==> config.mk <==
export PLATFORM = sky130hd
export DESIGN_NAME = mul_share_ctrl
export DESIGN_NICKNAME = d
export VERILOG_FILES = /design/src/rtl/mul_share_ctrl.sv
export SDC_FILE = /design/constraint.sdc
export NUM_CORES = 1
export LEC_CHECK = 0
export CAP_MARGIN = 10
export CORE_MARGIN = 3
export CORE_UTILIZATION = 40
export CTS_CLUSTER_DIAMETER = 150
export DETAILED_ROUTE_END_ITERATION = 8
export PLACE_DENSITY_LB_ADDON = 0.12
export SYNTH_ARGS = -nofsm -noshare
export SYNTH_HDL_FRONTEND = slang
export SYNTH_SLANG_ARGS = --single-unit
==> constraint.sdc <==
create_clock -name clk -period 6.15 [get_ports clk]
set_input_delay 1.845 -clock clk [delete_from_list [all_inputs] [get_ports clk]]
set_output_delay 1.845 -clock clk [all_outputs]
set_load 0.05 [all_outputs]
==> src/rtl/mul_share_ctrl.sv <==
// Two-requester front end for the shared iterative multiplier: round-robin grant,
// load/start sequencing, watchdog abort and a single tagged response port.
module mul_share_ctrl #(
  parameter int N       = 32,
  parameter int TIMEOUT = 68,
  parameter int CW      = 8
) (
  input  logic             clk,
  input  logic             reset,
  input  logic             req0_valid,
  output logic             req0_ready,
  input  logic [N-1:0]     req0_a,
  input  logic [N-1:0]     req0_b,
  input  logic             req1_valid,
  output logic             req1_ready,
  input  logic [N-1:0]     req1_a,
  input  logic [N-1:0]     req1_b,
  output logic             rsp_valid,
  input  logic             rsp_ready,
  output logic             rsp_id,
  output logic [2*N-1:0]   rsp_p,
  output logic             rsp_err,
  output logic             mul_la,
  output logic             mul_lb,
  output logic             mul_s,
  output logic [N-1:0]     mul_a,
  output logic [N-1:0]     mul_b,
  input  logic [2*N-1:0]   mul_p,
  input  logic             mul_finish,
  output logic             busy,
  output logic [1:0]       dbg_state
);

  // Handshakes: a transfer happens on a rising edge where valid && ready are both 1.
  // Requesters hold valid and operands stable until their ready is seen; the response
  // holds rsp_id/rsp_p/rsp_err stable while rsp_valid is high and rsp_ready is low.

  typedef enum logic [1:0] {
    S_IDLE = 2'd0,
    S_LOAD = 2'd1,
    S_RUN  = 2'd2,
    S_RESP = 2'd3
  } state_t;

  state_t           state, state_nx;
  logic [N-1:0]     op_a, op_b;
  logic             op_id;
  logic             last_grant;
  logic [CW-1:0]    wdog;
  logic [2*N-1:0]   prod_q;
  logic             err_q;
  logic             grant0, grant1;
  logic             wdog_expired;

  // On a tie the requester that was not served last wins.
  assign grant0       = req0_valid && (!req1_valid || last_grant);
  assign grant1       = req1_valid && (!req0_valid || !last_grant);
  assign wdog_expired = (wdog == CW'(TIMEOUT - 1));

  always_comb begin
    state_nx   = state;
    req0_ready = 1'b0;
    req1_ready = 1'b0;
    mul_la     = 1'b0;
    mul_lb     = 1'b0;
    mul_s      = 1'b0;
    mul_a      = '0;
    mul_b      = '0;
    rsp_valid  = 1'b0;
    case (state)
      S_IDLE: begin
        req0_ready = grant0;
        req1_ready = grant1;
        if (grant0 || grant1) state_nx = S_LOAD;
      end
      S_LOAD: begin
        mul_la   = 1'b1;
        mul_lb   = 1'b1;
        mul_a    = op_a;
        mul_b    = op_b;
        state_nx = S_RUN;
      end
      S_RUN: begin
        mul_s = 1'b1;
        mul_a = op_a;
        mul_b = op_b;
        if (mul_finish || wdog_expired) state_nx = S_RESP;
      end
      S_RESP: begin
        rsp_valid = 1'b1;
        if (rsp_ready) state_nx = S_IDLE;
      end
      default: state_nx = S_IDLE;
    endcase
  end

  always_ff @(posedge clk or posedge reset) begin
    if (reset) begin
      state      <= S_IDLE;
      op_a       <= '0;
      op_b       <= '0;
      op_id      <= 1'b0;
      last_grant <= 1'b1;
      wdog       <= '0;
      prod_q     <= '0;
      err_q      <= 1'b0;
    end else begin
      state <= state_nx;
      case (state)
        S_IDLE: begin
          if (grant0) begin
            op_a       <= req0_a;
            op_b       <= req0_b;
            op_id      <= 1'b0;
            last_grant <= 1'b0;
          end else if (grant1) begin
            op_a       <= req1_a;
            op_b       <= req1_b;
            op_id      <= 1'b1;
            last_grant <= 1'b1;
          end
        end
        S_LOAD: wdog <= '0;
        S_RUN: begin
          // A finish in the same cycle as expiry still delivers the product.
          if (mul_finish) begin
            prod_q <= mul_p;
            err_q  <= 1'b0;
          end else if (wdog_expired) begin
            prod_q <= '0;
            err_q  <= 1'b1;
          end else begin
            wdog <= wdog + 1'b1;
          end
        end
        default: ;
      endcase
    end
  end

  assign rsp_id    = op_id;
  assign rsp_p     = prod_q;
  assign rsp_err   = err_q;
  assign busy      = (state != S_IDLE);
  assign dbg_state = state;

endmodule
==> impl_metrics.tcl, run 1 <==
set metrics [dict create \
    critical_path_arrival_ps 3620 \
    max_slew.worst_pin.slew_ps 960.5 \
    dieArea_um2 22250 \
    final_cell_area_um2 12130 \
    placement.cell_area_um2 11550 \
    drc 0 \
    detailed_place_hpwl_um 16460 \
    cap_viol_max_count 0 \
    synth_adder_area_share_pct 0.9155 \
    worstSkewPairLatency_ps 420 \
    report.final.hold_viol_count 0 \
    first_iter_violations 380 \
    synth_mux_area_share_pct 0.1221 \
    syn-mean-instance-area_um2 9.480 \
    synth_top_cell_by_area "dfrtp_1" \
    post_synth_and_or_nand_nor_area_fraction_pct 29.08 \
    static-leakage-power_nw 4.629 \
    fp.dieH_um 149.2 \
    core-area_um2 19780 \
    grt_use_total_pct 21.57 \
    clock_path_buffers 2 \
    synthesis.nets 1069 \
    seqPwrFrac_pct 20.1 \
    dr.pass1.iters 5 \
    globalplace.congestion 0.7803 \
    cp-start-kind "input pin" \
    routed_wire_length_per_instance_um 17.20 \
    clk_pin_slew_ps 70 \
    yosys.cell_types.count 47 \
    timing.slew.headroom_pct 35.97 \
    cts-root-buf "clkbuf_16" \
    shortest_clock_period_the_worst_path_allows_after_layout_ps 5464 \
    cts.htree.levels 4 \
    comb_power_share_pct 66.9 \
    n_antenna_cell 0 \
    cts_tree "done" \
    max_clock_freq_mhz 183.0 \
    finClkSkew_ps 10.80 \
    syn-cell-area_um2 8200 \
    placement.io_buffers 336 \
    synth_commonest_cells "140 x dfrtp_1, 81 x o21ai_0, 68 x a21oi_1, 66 x nor2_1" \
    synth_top_family_by_area "simple AND/OR/NAND/NOR gates" \
    finalWorstSetupSlack_ps 686.2 \
    vias 7259 \
    sink_count_of_the_clock_tree 141 \
    share_of_the_synthesized_netlist_area_taken_by_xor_and_xnor_gates_pct 0 \
    hp-class "register to register" \
    switching_share_pct 50.31 \
    number_of_synthesized_register_bits 141 \
    min_period_over_period_pct 88.84 \
    footprint_of_the_multi_input_gates_um2 4200 \
    post_synth_inst_count 865 \
    nets 1358 \
    gr-total-overflow 0 \
    via_density 5.076 \
    placedCellCount 1400 \
    setup_total_negative_slack_ps 0 \
    grt_antenna_before_repair 0 \
    timing.critical_path.to_type "output port" \
    pre_cts_slack_ps 739.6 \
    final_util_pct 61.31 \
    synth_top_area_share_pct 42.72 \
    route.final.wire_length_um 24590 \
    final_cell_count_no_fill 1430 \
    cts_setup_buffers 0 \
    boundaryPins 337 \
    storage_cell_area_um2 3530 \
    ys_async_sr_fraction_pct 100.0 \
    grt_max_degree 129 \
    synth.yosys.warnings 0 \
    cp_data_required_time_ps 4300 \
    timing_max_transition_violations_final 0 \
    fillerInstances 1720 \
    synth_compound_gate_area_share_pct 20.90 \
    syn2layout_area_growth_pct 47.89 \
    number_of_enable_flip_flop_cells_after_synthesis 0 \
    total_setup_violations_reported_at_the_end_of_the_flow 0 \
    fin_total_pwr_mw 7.836 \
    first_global_vias 7002 \
    run_status "complete, no violations" \
    worst-setup-path-type "input pin to output port" \
    switchingPower_mw 3.942 \
    synth_top_flop_cell "dfrtp_1" \
    fin_worst_hold_slack_ps 482.0 \
    seq_area_frac_synth_pct 43.04 \
    yosysMostFrequentCell "dfrtp_1" \
    post_cts_hold_buffer_count 0 \
    initial_core_util_pct 41.45 \
    critPathMaxFanout 4 \
    cts_repair_resize_count 0 \
    drive_gt1_share_pct 17.34 \
    die_w_um 149.2 \
    detail-route-antenna-nets 0 \
    power-per-cell-area_nw_per_um2 646.1 \
    p_int_mw 3.894 \
    irDropWorstVdd_mv 0.3888 \
    ys_top_cells_by_area "dfrtp_1 43%, nand3b_1 6.0%, o21ai_2 5.3%, or2b_2 5.2%, a31oi_1 5.0%" \
    grt_pass1_wl_um 37770 \
    rsz_0062_raised_after_global_routing "no" \
    cts-buffers-inserted 17 \
    power.share.clock_pct 12.9 \
    num_rows 51 \
]
[cell type report]
| cell class | count | area share, % |
|---|---|---|
| well taps | 265 | 2.734 |
| inverters | 7 | 0.2579 |
| clock inverters | 10 | 0.9698 |
| clock buffers | 20 | 3.766 |
| repair buffers | 349 | 28.54 |
| flip-flops and latches | 141 | 29.10 |
| multi-input cells | 638 | 34.63 |
[worst max-delay path, stage by stage]
cell and delay [ps]:
clkdlybuf4s50_1 550, nand2_1 90, a21oi_1 230, clkdlybuf4s50_1 900
[kinds of logic (layout without fill, tap and decap cells)]
logic type,Yosys count,count (layout)
compound gates,280,280
fa+ha+maj,6,6
buf+inv,86,386
flops,141,141
mux,1,1
simple gates,351,351
[per-layer routing]
layer  up-vias  track usage [%]  part of all wire [%]
met5         -                0                     0
met4         0            6.590                   1.6
met3        29            8.326                   9.2
met2       238            35.94                    49
met1      3412            25.92                    41
li1       3580                -                     -
[placed cells by master (no fill, tap or decap), drive strengths merged, types with 3 or more instances in the layout]
cell type	n
clkdlybuf4s50	333
nand2	6
dfrtp	140
clkinv	4
nor2	67
o21ai	131
clkinvlp	4
inv	7
clkbuf	20
or2b	50
buf	16
or3	5
nand3b	66
o211ai	5
a31oi	65
nand2b	16
a21oi	68
and2	65
a21o	3
ha	6
and2b	50
nor2b	17
[state kept, by name, summed over array words and instances, names as in the netlist]
name	count
dbg_state	2
last_grant	1
op_a	32
op_b	32
rsp_err	1
rsp_id	1
rsp_p	64
wdog	8
[power groups by stage]
stage	registers (mW)	logic, mW	clock network [mW]
after floorplan	2.17	3.06	0
after global placement	1.57	5.26	0
after detailed placement	1.59	5.28	0
after CTS	1.58	5.30	1.04
after global routing	1.64	5.58	1.07
final	1.58	5.24	1.01
[worst paths after layout]
path	depth (start not counted)	startpoint	slack, ps	to
max in group asynchronous	3	reset	3220	last_grant
setup / recovery	4	req1_valid	690	req1_ready
hold reg to reg	1	rsp_id	480	rsp_id
setup reg to reg	7	dbg_state[0]	3250	rsp_p[11]
hold / removal	1	rsp_id	480	rsp_id
min in group asynchronous	2	reset	1940	rsp_p[62]
Power figures use the tool's default switching activity.
==> inputs of run 2 (changes only) <==
--- a/config.mk
+++ b/config.mk
@@ -7,7 +7,7 @@
 export LEC_CHECK = 0
 export CAP_MARGIN = 10
 export CORE_MARGIN = 3
-export CORE_UTILIZATION = 40
+export CORE_UTILIZATION = 44
 export CTS_CLUSTER_DIAMETER = 150
 export DETAILED_ROUTE_END_ITERATION = 8
 export PLACE_DENSITY_LB_ADDON = 0.12
==> run 2 against run 1 <==
  * Clock-buffer cell count up 2
  * Highest routed layer unchanged
  * First-iteration DRC count down 24%
  * Clock skew down 1.3 ps
  * Critical endpoint unchanged
  * Worst setup slack better by 91 ps
==> impl_metrics.tcl, run 2 (synthesized netlist as in run 1, its figures left out) <==
set metrics [dict create \
    fin_total_pwr_mw 7.829 \
    core-area_um2 18150 \
    nets 1357 \
    irDropWorstVdd_mv 0.5399 \
    final_cell_count_no_fill 1395 \
    power-per-cell-area_nw_per_um2 648.3 \
    post_cts_hold_buffer_count 0 \
    grt_use_total_pct 23.13 \
    gr-total-overflow 0 \
    cp-start-kind "input pin" \
    p_int_mw 3.882 \
    leading_cell_type_in_the_layout_fill_and_taps_excluded "clkdlybuf4s50_1" \
    grt_pass1_wl_um 37580 \
    timing.critical_path.to_type "output port" \
    fillerInstances 1517 \
    hp-class "register to register" \
    total_setup_violations_reported_at_the_end_of_the_flow 0 \
    cts_tree "done" \
    timing_max_transition_violations_final 0 \
    cts-buffers-inserted 17 \
    comb_power_share_pct 66.9 \
    static-leakage-power_nw 4.624 \
    die_w_um 142.5 \
    drive_gt1_share_pct 17.34 \
    cts.htree.levels 4 \
    boundaryPins 337 \
    setup_total_negative_slack_ps 0 \
    detail-route-antenna-nets 0 \
    max_reg_flops 64 \
    cts_setup_buffers 0 \
    first_global_vias 7073 \
    seqPwrFrac_pct 20.3 \
    worst-setup-path-type "input pin to output port" \
    syn2layout_area_growth_pct 47.25 \
    crit_slowest_cell "clkdlybuf4s50_1" \
    slowest_stage_delay_on_critical_path_ps 880 \
    dr.pass1.iters 4 \
    max_slew.worst_pin.slew_ps 1099 \
    path_cells "clkdlybuf4s50_1 > nand2_1 > a21oi_1 > clkdlybuf4s50_1" \
    cp_data_required_time_ps 4300 \
    footprint_of_the_multi_input_gates_um2 4200 \
    route.final.wire_length_um 24510 \
    initial_core_util_pct 45.19 \
    finalWorstSetupSlack_ps 777.6 \
    critical_path_arrival_ps 3530 \
    max_clock_freq_mhz 186.1 \
    min_period_over_period_pct 87.36 \
    detailed_place_hpwl_um 16760 \
    sink_count_of_the_clock_tree 141 \
    switching_share_pct 50.41 \
    grt_max_degree 129 \
    clock_path_buffers 2 \
    drc 0 \
    clk_pin_slew_ps 60 \
    critPathMaxFanout 4 \
    routed_wire_length_per_instance_um 17.57 \
    pre_cts_slack_ps 781.1 \
    cts-root-buf "clkbuf_16" \
    mostFrequentLayoutCells "333 x clkdlybuf4s50_1, 140 x dfrtp_1, 81 x o21ai_0, 68 x a21oi_1, 66 x nor2_1" \
    switchingPower_mw 3.946 \
    num_rows 49 \
    cap_viol_max_count 0 \
    grt_antenna_before_repair 1 \
    dieArea_um2 20310 \
    globalplace.congestion 0.8087 \
    rsz_0062_raised_after_global_routing "no" \
    vias 7281 \
    timing.slew.headroom_pct 26.71 \
    critical-path-top-cell-by-count "clkdlybuf4s50_1" \
    power.share.clock_pct 12.7 \
    worstSkewPairLatency_ps 410 \
    placement.io_buffers 336 \
    via_density 5.219 \
    storage_cell_area_um2 3530 \
    final_util_pct 66.54 \
    placedCellCount 1363 \
    fp.dieH_um 142.5 \
    report.final.hold_viol_count 0 \
    first_iter_violations 287 \
    shortest_clock_period_the_worst_path_allows_after_layout_ps 5372 \
    cts_repair_resize_count 0 \
    run_status "complete, no violations" \
    finClkSkew_ps 9.485 \
]
==> run 2: through the flow <==
step | hold WS [ps] | instance area [µm²]
after floorplan | 462.7 | 8200
after global placement | 467.3 | 11500
after detailed placement | 474.3 | 11500
after CTS | 488.3 | 12070
after global routing | 505.0 | 12080
final | 485.3 | 12080
==> run 2: metal layers <==
layer  vias to the layer above  GRT usage [%]  part of all wire [%]  wire length (µm)
met5                         -              0                     0                 0
met4                         0          7.304                   2.1               518
li1                       3572              -                     -                 -
met2                       250          38.63                    48             11880
met3                        33          7.863                   8.1              1984
met1                      3426          28.28                    41             10120
==> run 2: worst paths after layout <==
| kind | startpoint | end | slack (ps) | cells past startpoint |
|---|---|---|---|---|
| max in group asynchronous | reset | rsp_p[2] | 3220 | 3 |
| hold reg to reg | rsp_id | rsp_id | 490 | 1 |
| setup reg to reg | dbg_state[0] | rsp_p[14] | 3320 | 7 |
| setup / recovery | req1_valid | req1_ready | 780 | 4 |
| hold / removal | rsp_id | rsp_id | 490 | 1 |
| min in group asynchronous | reset | op_b[31] | 1920 | 2 |
==> run 2: critical path: cells and delay by family <==
kind | cells | cell delay, ps
buffers and inverters | 2 | 1420
AND/OR/NAND/NOR | 1 | 70
AO/OA/AOI/OAI | 1 | 200
==> run 2: layout make-up <==
class / instances / share of cell area, %
repair buffers: 348 / 28.60
flip-flops and latches: 141 / 29.23
clock buffers: 22 / 4.010
well taps: 229 / 2.373
inverters: 7 / 0.2590
diodes: 1 / 0.02072
clock inverters: 9 / 0.7253
multi-input cells: 638 / 34.78
==> run 2: power groups by stage <==
stage          sequential, mW  clock [mW]  combinational [mW]
3_5_place_dp             1.61           0                5.27
4_1_cts                  1.60        1.01                5.29
6_report                 1.59       0.996                5.24
2_1_floorplan            2.17           0                3.06
3_3_place_gp             1.59           0                5.22
5_1_grt                  1.65        1.06                5.56
==> RTL edit: new RTL, config.mk and constraints of run 2 <==
Register the output `dbg_state` once more, cleared by the reset; this adds one clock of latency there. The other outputs are not delayed to match.
--- a/src/rtl/mul_share_ctrl.sv
+++ b/src/rtl/mul_share_ctrl.sv
@@ -144,3 +144,9 @@
   assign busy      = (state != S_IDLE);
-  assign dbg_state = state;
+  always_ff @(posedge clk or posedge reset) begin
+    if (reset) begin
+      dbg_state <= '0;
+    end else begin
+      dbg_state <= state;
+    end
+  end
 
Check against the original RTL: not equivalent (a bounded check fails within 4 cycles, from zero or initial values and one cycle with reset high).
==> RTL edit against run 2 <==
Via count increased by 1.5%; global-route usage up 0.73 points; cell count grew 0.14%; wire length rose by 1.1%; non-clock buffer count stayed put; sequential share of layout area barely moved; sequential cell count rose by 2; highest routed layer unchanged; critical endpoint unchanged; final area increased by 1.3%; power up 2.8%; register-to-register slack improved by 0.10 ns; setup slack got worse by 0.025 ns; area after synthesis up 0.61%; clock skew decreased by 0.0015 ns; fmax shrank 0.46%.
==> RTL edit: results (changes against run 2) <==
.. list-table::
   :header-rows: 1

   * - Metric
     - Value
   * - Detail-routed net length per standard cell
     - 17.7 µm (was 17.6 µm)
   * - Initial antenna violation count
     - 0 (was 1)
   * - Slack of the worst reg-to-reg path
     - 3.42 ns (was 3.32 ns)
   * - Leakage power summed over all cells
     - 4.71 nW (was 4.62 nW)
   * - Worst setup slack before clock tree synthesis
     - 0.742 ns (was 0.781 ns)
   * - Run status
     - complete, no violations (unchanged)
   * - Post-layout total power
     - 8.05 mW (was 7.83 mW)
   * - Net Sw Power
     - 3.95 mW (about the same)
   * - Source of the worst hold timing path
     - state[0] (was rsp_id)
   * - Share of post-route cells with drive strength above 1
     - 17.3% (about the same)
   * - Hold Path Sink
     - dbg_state[0] (was rsp_id)
   * - Post-synthesis sequential area ratio
     - 43.4% (was 43.0%)
   * - Worst r2r path cells
     - 5 (was 7)
   * - WHS
     - 0.460 ns (was 0.485 ns)
   * - Vias after detailed routing
     - 7,387 (was 7,281)
   * - Worst-margin pin slew
     - 1.13 ns (was 1.10 ns)
   * - Via count of the first global-routing pass
     - 7,324 (was 7,073)
   * - Power dissipated in combinational cells
     - 5.26 mW (was 5.24 mW)
   * - Post-Synthesis Net Count
     - 1,071 (was 1,069)
   * - Depth of the worst hold-timing path
     - 0 (was 1)
   * - Number of DRC violations after detailed-routing iteration 0
     - 361 (was 287)
   * - Reg-to-reg critical path startpoint
     - wdog[0] (was dbg_state[0])
   * - GRT Resource Usage Total
     - 23.9% (was 23.1%)
   * - Half-perimeter wire length after placement
     - 16,900 µm (was 16,800 µm)
   * - Largest clock skew in the final design
     - 0.00799 ns (was 0.00948 ns)
   * - FMAX
     - 0.185 GHz (was 0.186 GHz)
   * - Arrival time at the worst endpoint
     - 3.55 ns (was 3.53 ns)
   * - Final weighted congestion of routability-driven global placement
     - 0.817 (was 0.809)
   * - Final layout net count
     - 1,359 (was 1,357)
-- RTL edit: cell types whose count changed in the layout (fill, tap and decap cells not counted), sizes merged --
| cell | delta |
|---|---|
| bufinv | +5 |
| clkbuf | -2 |
| clkinvlp | -3 |
| dfrtp | +2 |
-- RTL edit: critical path, stage by stage --
cell and delay, ns:
clkdlybuf4s50_1 0.55, nand2_1 0.08, a21oi_1 0.20, clkdlybuf4s50_1 0.88
-- RTL edit: worst max-delay path by stage --
stage	startpoint	to	cells past startpoint
4_1_cts	req1_valid	req1_ready	4
6_report	req1_valid	req1_ready	4
5_1_grt	req1_valid	req1_ready	4
3_3_place_gp	req1_valid	req1_ready	4
3_5_place_dp	req1_valid	req1_ready	4
2_1_floorplan	reset	dbg_state[0]	1
-- RTL edit: metal layers --
layer / routed length (µm) / global-route usage [%] / part of all wire [%]
met5: 0 / 0 / 0
met4: 531 / 8.20 / 2.1
met3: 2180 / 8.81 / 8.8
met2: 12100 / 39.8 / 49
met1: 9980 / 28.5 / 40
-- RTL edit: metrics by stage --
step / cells / area [µm²]
floorplan: 867 / 8250
global placement: 1365 / 11600
detailed placement: 1365 / 11600
CTS: 1396 / 12200
global route: 1396 / 12200
finish: 1397 / 12200
-- RTL edit: final cells by class --
cell class | instances | area share [%]
well taps | 229 | 2.34
diodes | 1 | 0.0205
clock inverters | 11 | 1.73
inverters | 7 | 0.256
clock buffers | 20 | 3.73
multi-input cells | 638 | 34.3
repair buffers | 348 | 28.3
flip-flops and latches | 143 | 29.3
-- RTL edit: kinds of logic (layout without fill, tap and decap cells) --
logic type	count (synthesis)	in the layout	synth area share [%]
AOI/OAI and AO/OA	280	280	20.8
adders and majority gates	6	6	0.910
buffers and inverters	86	386	5.90
DFF	143	143	43.4
muxes	1	1	0.121
other	0	1	0
and+or+nand+nor	351	351	28.9
